File: config.mk
export PLATFORM = sky130hd
export DESIGN_NAME = ila_capture_ctrl_flat
export DESIGN_NICKNAME = d
export VERILOG_FILES = /design/src/rtl/ila_capture_ctrl_pkg.sv /design/src/rtl/ila_capture_ctrl_if.sv /design/src/rtl/ila_trigger_reduce.sv /design/src/rtl/ila_capture_ctrl.sv /design/src/flat_wrapper.sv
export SDC_FILE = /design/constraint.sdc
export NUM_CORES = 1
export LEC_CHECK = 0
export ABC_AREA = 1
export CAP_MARGIN = 10
export CORE_MARGIN = 2
export CORE_UTILIZATION = 43
export DETAILED_ROUTE_END_ITERATION = 12
export PLACE_DENSITY_LB_ADDON = 0.2
export SLEW_MARGIN = 20
export SYNTH_ARGS = -nofsm -noshare
export SYNTH_HDL_FRONTEND = slang
export SYNTH_SLANG_ARGS = --single-unit
File: constraint.sdc
create_clock -name clk -period 2.6 [get_ports clk]
set_input_delay 0.39 -clock clk [delete_from_list [all_inputs] [get_ports clk]]
set_output_delay 0.39 -clock clk [all_outputs]
set_load 0.005 [all_outputs]
File: src/rtl/ila_capture_ctrl_pkg.sv
// Shared constants for the ILA capture controller: trigger reduction selectors and FSM states.
package ila_capture_ctrl_pkg;

  localparam logic IOB_ILA_REDUCE_AND = 1'b0;
  localparam logic IOB_ILA_REDUCE_OR  = 1'b1;

  typedef enum logic [1:0] {
    IOB_ILA_ST_IDLE  = 2'd0,
    IOB_ILA_ST_ARMED = 2'd1,
    IOB_ILA_ST_POST  = 2'd2,
    IOB_ILA_ST_DONE  = 2'd3
  } ila_state_t;

endpackage

File: src/rtl/ila_capture_ctrl_if.sv
// Write port of the ILA sample buffer; the capture controller drives it as master.
interface ila_capture_ctrl_if #(
  parameter int BUFFER_W   = 10,
  parameter int BUF_DATA_W = 32
);
  logic                  buf_wr_en;
  logic [BUFFER_W-1:0]   buf_wr_addr;
  logic [BUF_DATA_W-1:0] buf_wr_data;

  modport master (output buf_wr_en, output buf_wr_addr, output buf_wr_data);
  modport slave  (input  buf_wr_en, input  buf_wr_addr, input  buf_wr_data);
endinterface

File: src/rtl/ila_trigger_reduce.sv
// Collapses the per-stage trigger bits into a single event, AND or OR selected at run time.
module ila_trigger_reduce
  import ila_capture_ctrl_pkg::*;
#(
  parameter int N_TRIG = 4
) (
  input  logic              reduce_type,
  input  logic [N_TRIG-1:0] trigger_in,
  output logic              trig
);

  assign trig = (reduce_type == IOB_ILA_REDUCE_AND) ? (&trigger_in) : (|trigger_in);

endmodule

File: src/rtl/ila_capture_ctrl.sv
// ILA capture controller: arm/pre/post-trigger FSM driving a circular sample buffer.
// Optional IOB_ILA_TIMESTAMP_EN prepends a cycles-since-arm timestamp to each stored sample.
module ila_capture_ctrl
  import ila_capture_ctrl_pkg::*;
#(
  parameter int N_TRIG   = 4,
  parameter int DATA_W   = 32,
  parameter int BUFFER_W = 10,
  parameter int TS_W     = 16
) (
  input  logic                clk,
  input  logic                rst,
  input  logic                arm,
  input  logic                clear,
  input  logic                reduce_type,
  input  logic [N_TRIG-1:0]   trigger_in,
  input  logic                sample_en,
  input  logic [DATA_W-1:0]   sample_in,
  input  logic [BUFFER_W-1:0] post_trig,
  ila_capture_ctrl_if.master  wr_port,
  output logic [BUFFER_W-1:0] trig_addr,
  output logic [BUFFER_W:0]   n_samples,
  output logic                armed,
  output logic                triggered,
  output logic                done
);

`ifdef IOB_ILA_TIMESTAMP_EN
  localparam bit TS_EN = 1'b1;
`else
  localparam bit TS_EN = 1'b0;
`endif
  localparam int BUF_DATA_W = DATA_W + (TS_EN ? TS_W : 0);
  localparam logic [BUFFER_W-1:0] PTR_ONE = BUFFER_W'(1);

  // The top bit of the count is only ever set at exactly 2**BUFFER_W, so it doubles as the saturation flag.
  function automatic logic [BUFFER_W:0] sat_inc(input logic [BUFFER_W:0] v);
    return v[BUFFER_W] ? v : v + (BUFFER_W+1)'(1);
  endfunction

  logic                  trig;
  logic                  do_write;
  logic [BUFFER_W-1:0]   wr_ptr;
  logic [BUFFER_W-1:0]   remaining;
  logic [BUF_DATA_W-1:0] wr_word;
  ila_state_t            state;

  ila_trigger_reduce #(.N_TRIG(N_TRIG)) u_reduce (
    .reduce_type (reduce_type),
    .trigger_in  (trigger_in),
    .trig        (trig)
  );

`ifdef IOB_ILA_TIMESTAMP_EN
  logic [TS_W-1:0] ts;

  // Stored stamp is the cycle count since the arm edge, so a sample k edges after arm reads k.
  always_ff @(posedge clk or posedge rst) begin
    if (rst)       ts <= '0;
    else if (arm)  ts <= '0;
    else           ts <= ts + TS_W'(1);
  end

  assign wr_word = {ts + TS_W'(1), sample_in};
`else
  assign wr_word = sample_in;
`endif

  assign do_write = sample_en && (state == IOB_ILA_ST_ARMED || state == IOB_ILA_ST_POST);
  assign armed    = (state == IOB_ILA_ST_ARMED) || (state == IOB_ILA_ST_POST);
  assign done     = (state == IOB_ILA_ST_DONE);

  always_ff @(posedge clk or posedge rst) begin
    if (rst) begin
      state               <= IOB_ILA_ST_IDLE;
      wr_ptr              <= '0;
      remaining           <= '0;
      trig_addr           <= '0;
      n_samples           <= '0;
      triggered           <= 1'b0;
      wr_port.buf_wr_en   <= 1'b0;
      wr_port.buf_wr_addr <= '0;
      wr_port.buf_wr_data <= '0;
    end else begin
      wr_port.buf_wr_en <= 1'b0;
      if (clear) begin
        state <= IOB_ILA_ST_IDLE;
      end else if (arm) begin
        state     <= IOB_ILA_ST_ARMED;
        wr_ptr    <= '0;
        remaining <= '0;
        trig_addr <= '0;
        n_samples <= '0;
        triggered <= 1'b0;
      end else if (do_write) begin
        wr_port.buf_wr_en   <= 1'b1;
        wr_port.buf_wr_addr <= wr_ptr;
        wr_port.buf_wr_data <= wr_word;
        wr_ptr              <= wr_ptr + PTR_ONE;
        n_samples           <= sat_inc(n_samples);
        if (state == IOB_ILA_ST_ARMED) begin
          if (trig) begin
            triggered <= 1'b1;
            trig_addr <= wr_ptr;
            remaining <= post_trig;
            state     <= (post_trig == '0) ? IOB_ILA_ST_DONE : IOB_ILA_ST_POST;
          end
        end else begin
          remaining <= remaining - PTR_ONE;
          if (remaining == PTR_ONE) state <= IOB_ILA_ST_DONE;
        end
      end
    end
  end

endmodule

File: src/flat_wrapper.sv
// flat-port wrapper written by rule: the top's interface ports become plain ports
module ila_capture_ctrl_flat import ila_capture_ctrl_pkg::*;
#(
  parameter int N_TRIG   = 4,
  parameter int DATA_W   = 32,
  parameter int BUFFER_W = 10,
  parameter int TS_W     = 16
)
  (clk, rst, arm, clear, reduce_type, trigger_in, sample_en, sample_in, post_trig, trig_addr, n_samples, armed, triggered, done, wr_port_buf_wr_en, wr_port_buf_wr_addr, wr_port_buf_wr_data);
  ila_capture_ctrl_if #(.BUFFER_W(BUFFER_W), .BUF_DATA_W((DATA_W))) wr_port_i ();
  input  logic clk;
  input  logic rst;
  input  logic arm;
  input  logic clear;
  input  logic reduce_type;
  input  logic [N_TRIG-1:0] trigger_in;
  input  logic sample_en;
  input  logic [DATA_W-1:0] sample_in;
  input  logic [BUFFER_W-1:0] post_trig;
  output logic [BUFFER_W-1:0] trig_addr;
  output logic [BUFFER_W:0] n_samples;
  output logic armed;
  output logic triggered;
  output logic done;
  output wire logic [$bits(wr_port_i.buf_wr_en)-1:0] wr_port_buf_wr_en;
  output wire logic [$bits(wr_port_i.buf_wr_addr)-1:0] wr_port_buf_wr_addr;
  output wire logic [$bits(wr_port_i.buf_wr_data)-1:0] wr_port_buf_wr_data;
  assign wr_port_buf_wr_en = wr_port_i.buf_wr_en;
  assign wr_port_buf_wr_addr = wr_port_i.buf_wr_addr;
  assign wr_port_buf_wr_data = wr_port_i.buf_wr_data;
  ila_capture_ctrl #(.N_TRIG(N_TRIG), .DATA_W(DATA_W), .BUFFER_W(BUFFER_W), .TS_W(TS_W)) u_core (.clk(clk), .rst(rst), .arm(arm), .clear(clear), .reduce_type(reduce_type), .trigger_in(trigger_in), .sample_en(sample_en), .sample_in(sample_in), .post_trig(post_trig), .wr_port(wr_port_i), .trig_addr(trig_addr), .n_samples(n_samples), .armed(armed), .triggered(triggered), .done(done));
endmodule
# Yosys cells after proc, flatten, opt, wreduce, memory -nomap -nowiden
# Cells that the tools add are included.
[op_classes]
add_sub_neg = 3
n_eq_ne = 7
mux = 28
bitwise_logic = 2
reduce_logical = 16
[op_table]
columns = ["op", "n"]
rows = [
  ["10-bit 2-to-1 mux", 10],
  ["11-bit 2-to-1 mux", 3],
  ["2-bit 2-to-1 mux", 6],
  ["3-bit AND reduction", 4],
  ["11-bit by 1-bit adder with 11-bit output (second input constant)", 1],
  ["10-bit by 1-bit adder with 10-bit output (second input constant)", 1],
  ["10-bit by 1-bit equality test with 1-bit output (second input constant)", 1],
  ["10-bit zero test", 1],
  ["10-bit by 1-bit subtractor with 10-bit output (second input constant)", 1],
  ["1-bit 2-to-1 mux", 9],
  ["4-bit AND reduction", 2],
  ["2-bit nonzero test", 3],
  ["2-bit equality test (second input constant)", 2],
  ["4-bit by 3-bit inequality test with 1-bit output (second input constant)", 1],
  ["4-bit nonzero test", 1],
  ["4-bit OR reduction", 1],
  ["3-bit by 2-bit inequality test with 1-bit output (second input constant)", 1],
  ["3-bit nonzero test", 1],
  ["2-bit by 1-bit equality test with 1-bit output (second input constant)", 1],
  ["2-bit inequality test (second input constant)", 1],
  ["1-bit inverter", 2],
  ["2-bit AND reduction", 1],
  ["1-bit logical AND", 1],
  ["1-bit logical OR", 1],
]
[totals]
ff_bits = 87
out_inout_bits = 67
word_cells = 66

# Longest topological paths before layout
# Gate-level depths: netlist (run 1).
[depth]
depth_word = 7
ltp_mapped = 12

# Modules after synthesis
# A second synthesis (run 1) with hierarchy kept.
[hier_totals]
cells_unflattened = 505
hier_area_um2 = 4075.2
[modules_own_cells]
columns = ["module", "n_inst", "cells_per_inst", "area_per_inst_um2", "seq_area_each_um2"]
rows = [
  ["ila_capture_ctrl", 1, 495, 4035.1, 2177.1],
  ["ila_trigger_reduce", 1, 10, 40.0, 0.0],
]

# Worst setup path after synthesis (run 1)
# Ideal clock, no wire load.
[synth_path]
path_type = "flip-flop to flip-flop"
from = "reg u_core.state[0]"
to = "reg u_core.trig_addr[0]"
setup_ns = 0.130
arrival_ns = 1.512
required_time_ns = 2.470
path_slack_ns = 0.958
path_stages_with_launch = 12
path_buffers = 2
path_cell_list = "dfrtp_1 > ha_1 > inv_1 > nand2_2 > nand2_1 > nand2_2 > inv_2 > buf_6 > nand2_2 > buf_6 > nand2_1 > o21ai_1"
[synth_between]
elab_chain_len = 5
[synth_rtl]
columns = ["element", "line", "source"]
rows = [
  ["from (decl)", "ila_capture_ctrl.sv:46", "ila_state_t state;"],
  ["from (signal assigned)", "ila_capture_ctrl.sv:106", "state <= (post_trig == '0) ? IOB_ILA_ST_DONE : IOB_ILA_ST_POST;"],
  ["2-bit by 1-bit equality test with 1-bit output or 2-bit equality test (tied branches)", "-", ""],
  ["1-bit logical OR *", "-", ""],
  ["via armed", "flat_wrapper.sv:22", "output logic armed;"],
  ["1-bit logical AND *", "ila_capture_ctrl.sv:69", "assign do_write = sample_en && (state == IOB_ILA_ST_ARMED || state == IOB_ILA_ST_POST);"],
  ["2-bit nonzero test (no line) *", "-", ""],
  ["4-bit AND reduction (no line) *", "-", ""],
  ["to (signal assigned)", "ila_capture_ctrl.sv:104", "trig_addr <= wr_ptr;"],
  ["to (decl)", "ila_capture_ctrl.sv:21", "output logic [BUFFER_W-1:0] trig_addr,"],
]
# The timed path passes the listed nets; every way through them passes the cells marked *.
# A chain may end at the register's enable or synchronous reset.

# Worst setup path after layout (run 1)
[layout_path]
from = "in arm"
to = "reg u_core.wr_ptr[0]"
[layout_between]
elab_chain_len = 2
[layout_rtl]
columns = ["element", "line", "source"]
rows = [
  ["from (decl)", "flat_wrapper.sv:13", "input logic arm;"],
  ["2-bit nonzero test (no line)", "-", ""],
  ["2-bit AND reduction (no line)", "-", ""],
  ["to (signal assigned)", "ila_capture_ctrl.sv:99", "wr_ptr <= wr_ptr + PTR_ONE;"],
  ["to (decl)", "ila_capture_ctrl.sv:43", "logic [BUFFER_W-1:0] wr_ptr;"],
]
# Several ways; a longest one is shown, not always the timed one.

==> results of run 1 <==
-- flip-flops by register name, summed over array words and instances (netlist names) --
signal                      count
u_core.state                    2
u_core.wr_port.buf_wr_addr     10
u_core.wr_ptr                  10
u_core.n_samples               11
u_core.wr_port.buf_wr_en        1
u_core.wr_port.buf_wr_data     32
u_core.triggered                1
u_core.remaining               10
u_core.trig_addr               10
-- worst max-delay path, stage by stage --
cell,delay (ps)
clkdlybuf4s50_1,750
nor2_4,90
inv_2,120
nor2_8,50
inv_2,570
nor2_1,110
o21bai_1,190
-- worst paths after layout --
kind / endpoint / slack, ps / cells past startpoint
max: u_core.wr_ptr[0] / 530 / 7
min: u_core.wr_port.buf_wr_data[2] / 450 / 3
max reg2reg: u_core.remaining[0] / 630 / 11
min reg2reg: u_core.wr_port.buf_wr_data[6] / 470 / 2
max in group asynchronous: u_core.remaining[9] / 1840 / 3
min in group clk: u_core.wr_port.buf_wr_data[6] / 470 / 2
-- routing by layer --
layer / up-vias / GRT usage, %
met5: - / 0
met4: 0 / 5.03
met3: 6 / 4.72
met2: 95 / 32.6
met1: 1742 / 27.8
li1: 1854 / -
-- layout by cell type, fill, tap and decap left out, types with 2 or more instances in the layout --
cell,count
o22ai_1,3
o21ai_1,14
clkbuf_8,10
or2_2,2
o211ai_1,3
ha_1,6
clkinvlp_4,3
inv_1,39
inv_2,3
nand3_1,32
o21ai_0,25
clkinv_2,2
nand4_1,6
dfrtp_1,87
a21oi_1,16
nand3b_1,2
nand2_2,3
clkdlybuf4s50_1,118
buf_12,2
nor2_1,48
nand2_1,193
-- metrics by stage --
stage	hold WS (ps)	area [um2]
global route	450	5580
detailed placement	458	5390
finish	452	5580
CTS	443	5580
floorplan	465	4120
global placement	455	5390
-- cell families after synthesis --
family                   after synthesis
buffers and inverters                 63
AND/OR/NAND/NOR                      291
adder cells (fa/ha/maj)                6
flip-flops                            87
AO/OA/AOI/OAI                         66
XOR/XNOR                               1
-- power groups by stage --
| stage | Clock [mW] | Sequential [mW] | Combinational (mW) |
|---|---|---|---|
| after floorplan | 0 | 1.71 | 0.438 |
| after global placement | 0 | 1.72 | 0.954 |
| after detailed placement | 0 | 1.72 | 0.969 |
| after CTS | 0.897 | 1.70 | 0.972 |
| after global routing | 0.967 | 1.73 | 1.09 |
| final | 0.871 | 1.70 | 0.961 |
-- area by class of cell --
class                           instances  area (um2)  area share [%]
Tap cell                              129         161            2.89
Inverter                               46         184            3.30
Timing Repair Buffer                  121        1230            22.0
Multi-Input combinational cell        364        1640            29.5
Sequential cell                        87        2180            39.0
Clock buffer                           10         138            2.47
Clock inverter                          6        45.0           0.808
==> results.sh, run 1 <==
export IMPL_dr_total_vias=3697
export IMPL_grt_ovfl_total=0
export IMPL_clock_insertion_delay_worst_skew_ps=340
export IMPL_number_of_global_route_vias_before_repair=3591
export IMPL_die_y_um=102
export IMPL_final_layout_size_suffix_gt1_share_pct=5.52
export IMPL_p_per_area_nw_per_um2=633
export IMPL_drv_max_cap_violation_count=0
export IMPL_async_flop_share_pct=100
export IMPL_dr_wl_met3_um=536
export IMPL_postRouteWirelength_mm=9.79
export IMPL_synth_edff_count=0
export IMPL_post_synth_mux_area_share_pct=0
export IMPL_synth_area_per_cell_um2=8.01
export IMPL_vias_per_cell=4.85
export IMPL_yosys_area_share_simple_pct=29.2
export IMPL_fin_skew_ps=12.5
export IMPL_synth_fp_nets=572
export IMPL_ys_types=34
export IMPL_post_synth_xor_area_fraction_pct=0.213
export IMPL_pwr_share_comb_pct=27.2
export IMPL_clock_sink_count=87
export IMPL_fin_crit_sh_pct=79.6
export IMPL_postCtsResizedCells=0
export IMPL_timing_final_max_slew_violations=0
export IMPL_unrepaired_setup_endpoints_after_global_routing="false"
export IMPL_setup_tns_final_ps=0
export IMPL_initial_antenna_violation_count=0
export IMPL_postSynth_topFlopCell="dfrtp_1"
export IMPL_synth_top_area_share_pct=52.9
export IMPL_drt_first_pass_iters=5
export IMPL_clockBufferDepth=2
export IMPL_stdcell_count=763
export IMPL_critical_path_class="in -> reg"
export IMPL_hold_buf_count_cts=0
export IMPL_synth_compound_area_share_pct=8.66
export IMPL_power_share_switching_pct=30.4
export IMPL_synth_cells=514
export IMPL_postLayoutSetupSlackWorst_ps=531
export IMPL_post_route_util_pct=60.1
export IMPL_post_synth_top_area_cell="dfrtp_1"
export IMPL_port_buffer_count=118
export IMPL_placement_rows=35
export IMPL_cp_data_arrival_time_ps=2290
export IMPL_synth_most_common_cell="nand2_1"
export IMPL_dominant_combinational_cell_family_by_area_after_synthesis="simple AND/OR/NAND/NOR gates"
export IMPL_synth_seq_cells=87
export IMPL_cts_tree="yes"
export IMPL_wirelength_met1_mm=4.45
export IMPL_dpl_worst_slack_ps=171
export IMPL_met2WireLength_mm=4.73
export IMPL_grt_max_degree=55
export IMPL_overall_die_area_um2=10400
export IMPL_yosysSeqAreaShare_pct=52.9
export IMPL_yosys_area_share_adder_pct=1.82
export IMPL_finalHoldViolations=0
export IMPL_htree_num_levels=3
export IMPL_dp_hpwl_mm=7.10
export IMPL_required_worst_endpoint_ps=2830
export IMPL_design_portCount=119
export IMPL_pwr_share_seq_pct=48.1
export IMPL_clock_root_buffer="clkbuf_8"
export IMPL_postRouteAntennaNets=0
export IMPL_p_sw_mw=1.07
export IMPL_ys_top_cells_by_area="dfrtp_1 (53%), nand2_1 (18%), nor2_1 (4.4%), nand3_1 (3.9%), inv_1 (3.6%)"
export IMPL_power_frac_clock_pct=24.7
export IMPL_worstReg2RegStart="u_core.state[1]"
export IMPL_startpoint="arm"
export IMPL_cell_area_synth_um2=4120
export IMPL_outcome="complete, no violations"
export IMPL_gp_congestion=0.858
export IMPL_gr_util_all_layers_pct=20.2
export IMPL_initialDrtViolationCount=125
export IMPL_netlist_top_cells_count="nand2_1 (193), dfrtp_1 (87), nor2_1 (48)"
export IMPL_worst_pin_slew_ps=792
export IMPL_top_signal_layer_used="met4"
export IMPL_max_slew_margin_rel_pct=47.1
export IMPL_die_width_um=102
export IMPL_timing_critical_path_to_type="flop"
export IMPL_cp_max_fo=49
export IMPL_nFillCells=856
export IMPL_yosys_warnings=0
export IMPL_cts_setup_buffers=0
export IMPL_antenna_cells=0
export IMPL_post_place_cells=747
export IMPL_fmax_ghz=0.483
export IMPL_setup_violations=0
export IMPL_timing_hold_worst_class="in -> async"
export IMPL_power_total_mw=3.53
export IMPL_coreArea_um2=9280
export IMPL_wire_per_inst_um=12.8
export IMPL_cts_reportedPaths_clkPinSlew_ps=90
export IMPL_power_leakage_nw=2.64
export IMPL_vdd_ir_drop_max_mv=0.325
export IMPL_starting_utilization_of_the_core_area_pct=44.4
export IMPL_cp_start_kind="input port"
export IMPL_syn_to_final_growth_pct=35.4
export IMPL_design_final_nets=687
export IMPL_cts_buffers_inserted=9
export IMPL_p_int_mw=2.46
export IMPL_grt_first_pass_wirelength_mm=16.8
export IMPL_route_detailed_drc=0
export IMPL_finalCriticalPeriod_ps=2070
(Power assumes the default switching activity.)
==> inputs of run 2 (changes only) <==
==> constraint.sdc (replaced) <==
create_clock -name clk -period 1.8 [get_ports clk]
set_input_delay 0.27 -clock clk [delete_from_list [all_inputs] [get_ports clk]]
set_output_delay 0.27 -clock clk [all_outputs]
set_load 0.005 [all_outputs]
==> results.sh, run 2 (synthesis results as in run 1) <==
export IMPL_die_y_um=102
export IMPL_fin_skew_ps=9.86
export IMPL_design_final_nets=712
export IMPL_placement_cell_area_um2=5590
export IMPL_p_per_area_nw_per_um2=915
export IMPL_worst_pin_slew_ps=568
export IMPL_critical_path_class="reg -> reg"
export IMPL_timing_hold_worst_class="in -> async"
export IMPL_unrepaired_setup_endpoints_after_global_routing="false"
export IMPL_setup_violations=0
export IMPL_postLayoutSetupSlackWorst_ps=123
export IMPL_dp_hpwl_mm=7.69
export IMPL_hold_buf_count_cts=0
export IMPL_sequential_cell_area_um2=2180
export IMPL_postRouteAntennaNets=0
export IMPL_vias_per_cell=4.84
export IMPL_number_of_global_route_vias_before_repair=3735
export IMPL_outcome="complete, no violations"
export IMPL_pwr_share_comb_pct=27.3
export IMPL_drv_max_cap_violation_count=0
export IMPL_max_slew_margin_rel_pct=62.1
export IMPL_post_place_cells=770
export IMPL_antenna_cells=0
export IMPL_finalCriticalPeriod_ps=1680
export IMPL_p_sw_mw=1.63
export IMPL_grt_first_pass_wirelength_mm=17.0
export IMPL_port_buffer_count=118
export IMPL_clock_insertion_delay_worst_skew_ps=350
export IMPL_setup_tns_final_ps=0
export IMPL_power_frac_clock_pct=27.1
export IMPL_cts_reportedPaths_clkPinSlew_ps=100
export IMPL_post_route_util_pct=63.2
export IMPL_cp_start_kind="flop"
export IMPL_nFillCells=832
export IMPL_post_route_cell_area_um2=5870
export IMPL_power_total_mw=5.37
export IMPL_finalHoldViolations=0
export IMPL_grt_ovfl_total=0
export IMPL_clock_root_buffer="clkbuf_8"
export IMPL_power_share_switching_pct=30.5
export IMPL_vdd_ir_drop_max_mv=0.479
export IMPL_max_reg_flops=32
export IMPL_p_int_mw=3.73
export IMPL_most_common_layout_cells="nand2_1 (192), clkdlybuf4s50_1 (116), dfrtp_1 (87)"
export IMPL_dpl_worst_slack_ps=-89.2
export IMPL_required_worst_endpoint_ps=2040
export IMPL_biggestRegsByFlops="u_core.wr_port.buf_wr_data (32), u_core.n_samples (11)"
export IMPL_top_register="u_core.wr_port.buf_wr_data"
export IMPL_initialDrtViolationCount=133
export IMPL_design_portCount=119
export IMPL_initial_antenna_violation_count=0
export IMPL_cts_tree="yes"
export IMPL_cp_data_arrival_time_ps=1920
export IMPL_dr_total_vias=3810
export IMPL_htree_num_levels=3
export IMPL_timing_critical_path_to_type="flop"
export IMPL_fin_crit_sh_pct=93.2
export IMPL_gp_congestion=0.873
export IMPL_overall_die_area_um2=10400
export IMPL_placement_rows=35
export IMPL_route_detailed_drc=0
export IMPL_area_taken_by_multi_input_logic_gates_um2=1680
export IMPL_drt_first_pass_iters=4
export IMPL_timing_final_max_slew_violations=0
export IMPL_die_width_um=102
export IMPL_grt_max_degree=46
export IMPL_cts_buffers_inserted=9
export IMPL_clockBufferDepth=2
export IMPL_wire_per_inst_um=12.9
export IMPL_pwr_share_seq_pct=45.7
export IMPL_gr_util_all_layers_pct=20.5
export IMPL_postRouteWirelength_mm=10.2
export IMPL_power_leakage_nw=2.82
export IMPL_syn_to_final_growth_pct=42.4
export IMPL_coreArea_um2=9280
export IMPL_clock_sink_count=87
export IMPL_final_layout_size_suffix_gt1_share_pct=9.71
export IMPL_stdcell_count=788
export IMPL_cp_max_fo=4
export IMPL_mostFrequentLayoutCell="nand2_1"
export IMPL_starting_utilization_of_the_core_area_pct=44.4
export IMPL_fmax_ghz=0.596
export IMPL_fin_worst_hold_slack_ps=318
## run 2: changes by cell type in the layout (fill, tap and decap cells not counted), sizes merged, moves of 2 or more
| cell | change |
|---|---|
| clkdlybuf4s50 | -2 |
| inv | +4 |
| buf | +25 |
| clkinv | -3 |
## run 2: layout make-up
cell class                      instances  area share, %
Sequential cell                        87           37.1
Multi-Input combinational cell        364           28.6
Timing Repair Buffer                  146           24.7
Inverter                               46           3.22
Tap cell                              129           2.75
Clock buffer                            9           2.11
Clock inverter                          7           1.47
## run 2: final timing paths
check	slack, ps	cells after the start	to	from
worst max register to register	120	12	u_core.n_samples[8]	u_core.state[1]
worst min register to register	480	2	u_core.triggered	u_core.triggered
min in group clk	440	3	u_core.wr_port.buf_wr_data[27]	sample_in[27]
worst max-delay path	120	12	u_core.n_samples[8]	u_core.state[1]
worst min-delay path	320	3	u_core.wr_port.buf_wr_data[4]	rst
max in group asynchronous	930	3	u_core.trig_addr[4]	rst
## run 2: what timing repair did
item                       CTS  global route
setup endpoints to repair    1            25
resized for setup            1            15
pin swaps                    0             2
setup buffers                2             0
## run 2: routing by layer
| metal | GRT usage, % | vias to the layer above | wire, um |
|---|---|---|---|
| li1 | - | 1907 | - |
| met1 | 26.9 | 1792 | 4550 |
| met2 | 34.3 | 94 | 5010 |
| met3 | 4.31 | 17 | 446 |
| met4 | 6.67 | 0 | 181 |
| met5 | 0 | - | 0 |
## run 2: worst max-delay path, stage by stage (launching register included)
cell     delay (ps)
dfrtp_1         390
inv_1            80
ha_1            230
inv_2            80
nand2_4          80
nand2_2          70
nand2_2          70
inv_4            90
buf_12          100
nand2_4          70
buf_6           140
a21oi_1         120
nor2_1           60
## run 2: power groups by stage
stage	logic (mW)	clock network [mW]	registers, mW
6_report	1.46	1.45	2.45
5_1_grt	1.64	1.56	2.49
4_1_cts	1.47	1.48	2.45
3_5_place_dp	1.47	0	2.48
3_3_place_gp	1.43	0	2.48
2_1_floorplan	0.633	0	2.47
==> edit 1 (flow settings as in run 2) <==
Encoding of `ila_state_t`: now one-hot (4 bits for 4 states).
--- a/src/rtl/ila_capture_ctrl_pkg.sv
+++ b/src/rtl/ila_capture_ctrl_pkg.sv
@@ -4,11 +4,11 @@
   localparam logic IOB_ILA_REDUCE_AND = 1'b0;
   localparam logic IOB_ILA_REDUCE_OR  = 1'b1;
 
-  typedef enum logic [1:0] {
-    IOB_ILA_ST_IDLE  = 2'd0,
-    IOB_ILA_ST_ARMED = 2'd1,
-    IOB_ILA_ST_POST  = 2'd2,
-    IOB_ILA_ST_DONE  = 2'd3
+  typedef enum logic [3:0] {
+    IOB_ILA_ST_IDLE  = 4'b0001,
+    IOB_ILA_ST_ARMED = 4'b0010,
+    IOB_ILA_ST_POST  = 4'b0100,
+    IOB_ILA_ST_DONE  = 4'b1000
   } ila_state_t;
 
 endpackage
Check against the original RTL: no difference found for any inputs over 4 cycles, from zero or initial values and one cycle with rst high; so few cycles prove little.
==> edit 1 against run 2 <==
  * Utilization down 2.5 points
  * Worst setup slack worse by 0.0090 ns
  * Wire length is 11% higher
  * Area after synthesis grew 9.1%
  * Total power shrank 2.8%
  * Hold slack worse by 0.0050 ns
  * Cell area increased by 5.8%
  * First-iteration DRC count increased by 25%
  * Highest routed layer unchanged
  * Combinational power down 10%
  * Sequential cell count is 2 higher
==> edit 1: results (changes against run 2) <==
* Status: complete, no violations
* Vias per cell at 4.911 (+1.6%)
* Worst path slowest cell: dfstp_2
* Nets at 780 (+9.6%)
* Worst-case reg-to-reg path depth at 10 (-2)
* Drt wl/cell at 13.07 um (+1.1%)
* Leakage Power at 3.076 nW (+9.1%)
* Clock root buffer: clkbuf_8
* CTS Buffer Depth at 2 (unchanged)
* Synthesized instance count at 587 (+14%)
* Routed length on met1 at 5101 um (+12%)
* Metal2 WL at 5340 um (+6.6%)
* CTS H-Tree Depth at 3 (unchanged)
* Final worst path period need at 1.686 ns (+0.009026 ns)
* Synth area leaders: dfrtp_1 49%, nand2_1 21%, nand3_1 4.3%
* TritonRoute pass-1 iters at 4 (unchanged)
* Worst VDD drop at 0.4913 mV (+2.5%)
* Num CTS Buffers at 9 (unchanged)
* Ys Warns at 0 (unchanged)
* Ratio of cells with drive above 1 in the final layout at 0.1001 (+0.003020)
* DP HPWL at 8265 um (+7.4%)
* Initial drt markers at 166 (+25%)
* First-pass GRT wire length at 19190 um (+13%)
* Clock skew at 0.009286 ns (-0.0005707 ns)
* Clock-pin slew on the worst setup and hold paths at 0.10 ns (about the same)
* Syn_nets at 643 (+12%)
* Antenna Cells at 0 (unchanged)
* Placed cell count at 844 (+9.6%)
* Top post-synthesis cells by count: 247 x nand2_1, 88 x dfrtp_1, 48 x inv_1
* Gpl congestion at 0.8987 (+3.0%)
* DR vias at 4248 (+11%)
* Max_slew headroom at 0.7595 (+0.1385)
* Critical Path Max Stage Delay at 0.58 ns (+0.19 ns)
* Hold Path Class: primary input to async pin
* Antenna violations before repair at 0 (unchanged)
* Tot GR Track Use at 0.2120 (+0.006690)
* Sequential area share after synthesis at 0.4960 (-0.03275)
* Fill cells at 899 (+8.1%)
* Top layer in use: met4
* Synth cell types at 35 (+2.9%)
* Critical Path AT at 1.42 ns (-0.50 ns)
* Largest net degree at the start of global routing at 40 (-13%)
* Async SR Flop Fraction at 1.000 (unchanged)
* Highest net fanout along the worst path at 4 (unchanged)
* Worst skew pair latency at 0.36 ns
* Wire length on met3 at 799 um (+79%)
* IO buf count at 118 (unchanged)
* Main synth FF type: dfrtp_1
* Post-place instance area at 5953 um2 (+6.5%)
* Largest regs: u_core.wr_port.buf_wr_data x32, u_core.n_samples x11
-- edit 1: cell type report --
cell class                 count  area, um2  area share
sequential                    89       2228      0.3589
multi-input combinational    429       1978      0.3186
timing repair buffer         144       1424      0.2293
inverter                      51      195.2     0.03144
tap                          136      170.2     0.02741
clock buffer                   9      123.9     0.01995
clock inverter                 7      88.84     0.01431
-- edit 1: cell families after synthesis --
family / after synthesis / synth area share
and+or+nand+nor: 368 / 0.3545
DFF: 89 / 0.4960
buffers and inverters: 70 / 0.06711
AOI/OAI and AO/OA: 54 / 0.06739
adders and majority gates: 4 / 0.01114
xor gates and xnor gates: 2 / 0.003899
-- edit 1: per-stage QoR --
step           power, mW  worst slack (ns)  setup TNS [ns]  utilization
2_1_floorplan      3.049            0.3718               0            -
6_report           5.217            0.1141               0       0.6068
5_1_grt            5.555           0.01077               0       0.6068
3_5_place_dp       3.782          -0.03670         -0.3104       0.5819
3_3_place_gp       3.763          -0.05120         -0.6044       0.5819
4_1_cts            5.275           0.09174               0       0.6060
-- edit 1: worst max-delay path: cells and delay by family, from the launching register on --
kind / cells / cell delay, ns
simple gates: 3 / 0.22
flops: 1 / 0.58
buf+inv: 1 / 0.26
-- edit 1: final timing paths --
| path | from | slack, ns | to |
|---|---|---|---|
| min in group clk | sample_in[23] | 0.43 | u_core.wr_port.buf_wr_data[23] |
| max in group asynchronous | rst | 1.17 | u_core.trig_addr[0] |
| setup reg to reg | u_core.state[2] | 0.14 | u_core.trig_addr[5] |
| hold reg to reg | u_core.trig_addr[6] | 0.48 | u_core.trig_addr[6] |
| hold / removal | rst | 0.31 | u_core.n_samples[9] |
| setup / recovery | u_core.state[0] | 0.11 | armed |
-- edit 1: report_power, final --
| group | internal, mW | switching [mW] | total [mW] |
|---|---|---|---|
| sequential | 2.25 | 0.184 | 2.44 |
| clock | 0.668 | 0.799 | 1.47 |
| combinational | 0.727 | 0.583 | 1.31 |
| total | 3.65 | 1.57 | 5.22 |
-- edit 1: routing by layer --
layer	up-vias	track usage
met3	4	0.06928
li1	2138	-
met1	1990	0.2767
met4	0	0.06861
met5	-	0
met2	116	0.3342
-- edit 1: repair_timing --
item,4_1_cts,5_1_grt
endpoints found under the hold margin,0,0
resized for setup,4,1
pin swaps,2,1
gates cloned,0,1
setup buffers,4,0
setup endpoints to repair,2,3
==> edit 2 (settings of run 2) <==
Made on the original files. `DATA_W` is set to 32 in 2 places; all go to 28.
--- a/src/rtl/ila_capture_ctrl.sv
+++ b/src/rtl/ila_capture_ctrl.sv
@@ -4,7 +4,7 @@
   import ila_capture_ctrl_pkg::*;
 #(
   parameter int N_TRIG   = 4,
-  parameter int DATA_W   = 32,
+  parameter int DATA_W   = 28,
   parameter int BUFFER_W = 10,
   parameter int TS_W     = 16
 ) (
--- a/src/flat_wrapper.sv
+++ b/src/flat_wrapper.sv
@@ -2,7 +2,7 @@
 module ila_capture_ctrl_flat import ila_capture_ctrl_pkg::*;
 #(
   parameter int N_TRIG   = 4,
-  parameter int DATA_W   = 32,
+  parameter int DATA_W   = 28,
   parameter int BUFFER_W = 10,
   parameter int TS_W     = 16
 )
Interface: changed (resized sample_in and wr_port_buf_wr_data); port bits go from 119 to 111. No check against the original RTL was run, so the function may have changed too.
==> edit 2 against run 2 <==
  * Maximum frequency about the same
  * Total power down 5.0%
  * Sequential share of layout area down 0.054 points
  * Worst setup slack worse by 0.00078 ns
  * Combinational power down 7%
  * Sequential cell count down 4
  * First-iteration DRC count up 21%
  * Count of clock-buffer cells in the layout up 2
  * Wire length down 4.3%
  * Area after synthesis down 2.7%
  * Cell area down 4.5%
  * Critical path type unchanged
==> edit 2: results (changes against run 2) <==
* Antenna violations before repair at 0 (unchanged)
* Nets at 683 (-4.1%)
* Metal2 WL at 4587 um (-8.4%)
* Num CTS Buffers at 9 (unchanged)
* Async SR Flop Fraction at 1.000 (unchanged)
* CTS Buffer Depth at 2 (unchanged)
* Worst R2R End: u_core.n_samples[2]
* Ratio of cells with drive above 1 in the final layout at 0.09937 (+0.002252)
* CTS H-Tree Depth at 3 (unchanged)
* Highest net fanout along the worst path at 6 (+2)
* Vias in the first global route at 3476 (-6.9%)
* Pre-CTS WS at 0.02406 ns (+0.1133 ns)
* Critical R2R Launch: u_core.state[1]
* Tot GR Track Use at 0.1993 (-0.006044)
* IO buf count at 110 (-6.8%)
* Worst skew pair latency at 0.36 ns
* TritonRoute pass-1 iters at 5 (+1)
* Leakage Power at 2.646 nW (-6.1%)
* Top layer in use: met4
* Clock-pin slew on the worst setup and hold paths at 0.09 ns
* Final wirelength at 9754 um (-4.3%)
* Worst VDD drop at 0.5281 mV (+10%)
* Drt wl/cell at 13.09 um (+1.2%)
* Ys Warns at 0 (unchanged)
* Clock root buffer: clkbuf_8
* Part of the cycle the worst path needs at 0.9321 (about the same)
* Routed length on met1 at 4377 um (-3.8%)
* Status: complete, no violations
* DP HPWL at 6952 um (-9.6%)
* Largest regs: u_core.wr_port.buf_wr_data x28, u_core.n_samples x11
* Top post-synthesis cells by count: 199 x nand2_1, 83 x dfrtp_1, 46 x nor2_1
* Sequential area share after synthesis at 0.5183 (-0.01045)
* Fill cells at 814 (-2.2%)
* Cell taking the most area after synthesis: dfrtp_1
* Worst-case reg-to-reg path depth at 10 (-2)
* Gpl congestion at 0.8819 (+1.0%)
* Placed cell count at 723 (-6.1%)
* Max_slew headroom at 0.6997 (+0.07859)
* Synthesized instance count at 503 (-2.1%)
* Largest net degree at the start of global routing at 84 (+83%)
* First-pass GRT wire length at 15990 um (-5.8%)
* Initial drt markers at 161 (+21%)
* FF-to-FF setup slack at 0.12 ns
* Synth area leaders: dfrtp_1 52%, nand2_1 19%, nor2_1 4.3%
* Hold Path Class: primary input to async pin
* Wire length on met3 at 615 um (+38%)
* Syn_nets at 557 (-2.6%)
* Vias per cell at 4.903 (+1.4%)
* Clock skew at 0.009334 ns (-0.0005221 ns)
* Critical Path AT at 1.93 ns
* Antenna Cells at 0 (unchanged)
* Yosys reg bits at 83 (-4.6%)
* Synth cell types at 36 (+5.9%)
## edit 2: cell count changes after synthesis, sizes merged, moves of 2 or more
cell,change
nand3,-11
inv,-5
a21oi,-4
dfrtp,-4
nand2,+4
nor3,+4
o21ai,+4
nand3b,-2
nand4,+2
or2,-2
## edit 2: area by class of cell
type                       instances  area, um2  share of cell area
sequential                        83       2077              0.3706
multi-input combinational        362       1693              0.3021
timing repair buffer             132       1321              0.2358
inverter                          41      161.4             0.02880
clock buffer                      11      151.4             0.02701
tap                              111      138.9             0.02478
clock inverter                     5      61.31             0.01094
## edit 2: layer usage
metal | GRT usage | vias to the layer above
met5 | 0 | -
met2 | 0.3020 | 111
met1 | 0.2702 | 1678
met3 | 0.05895 | 18
li1 | - | 1846
met4 | 0.07692 | 0
## edit 2: report_power, final
| part | internal (mW) | switching, mW | leakage (nW) |
|---|---|---|---|
| clock network | 0.722 | 0.695 | 0.109 |
| logic | 0.759 | 0.605 | 1.43 |
| registers | 2.14 | 0.179 | 1.10 |
## edit 2: metrics by stage
stage / hold slack [ns] / TNS, ns / instance area [um2] / utilization
floorplan: 0.3866 / 0 / 4011 / -
global placement: 0.4532 / 0 / 5304 / 0.5795
detailed placement: 0.4581 / 0 / 5304 / 0.5795
CTS: 0.3933 / 0 / 5530 / 0.6042
global route: 0.4232 / -0.01104 / 5604 / 0.6123
finish: 0.3589 / 0 / 5604 / 0.6123
## edit 2: cells by family after synthesis
family / synth area share
AO/OA/AOI/OAI: 0.09679
XOR/XNOR: 0.004372
adder cells (fa/ha/maj): 0.01873
buffers and inverters: 0.06650
flip-flops: 0.5183
AND/OR/NAND/NOR: 0.2954
## edit 2: how the worst max path moves through the flow
stage                          startpoint                  end
after floorplan           u_core.state[0]  u_core.n_samples[8]
after CTS                 u_core.state[0]                 done
after global placement                arm  u_core.n_samples[2]
final                     u_core.state[1]  u_core.n_samples[2]
after detailed placement              arm  u_core.n_samples[6]
after global routing      u_core.state[1]  u_core.n_samples[2]
## edit 2: worst max-delay path, stage by stage (launching register included)
cell and delay [ns]:
dfrtp_1 0.39, inv_2 0.08, ha_4 0.20, inv_2 0.07
nand2_4 0.08, a21oi_4 0.30, nand2_4 0.13, clkinvlp_4 0.14
nand3_1 0.08, nand2_1 0.06, a21oi_1 0.04
## edit 2: timing repair
action | CTS | global route
buffers inserted | 2 | 3
pin swaps | 1 | 3
resized for setup | 2 | 7
endpoints found under the setup margin | 1 | 14
gates cloned | 0 | 1
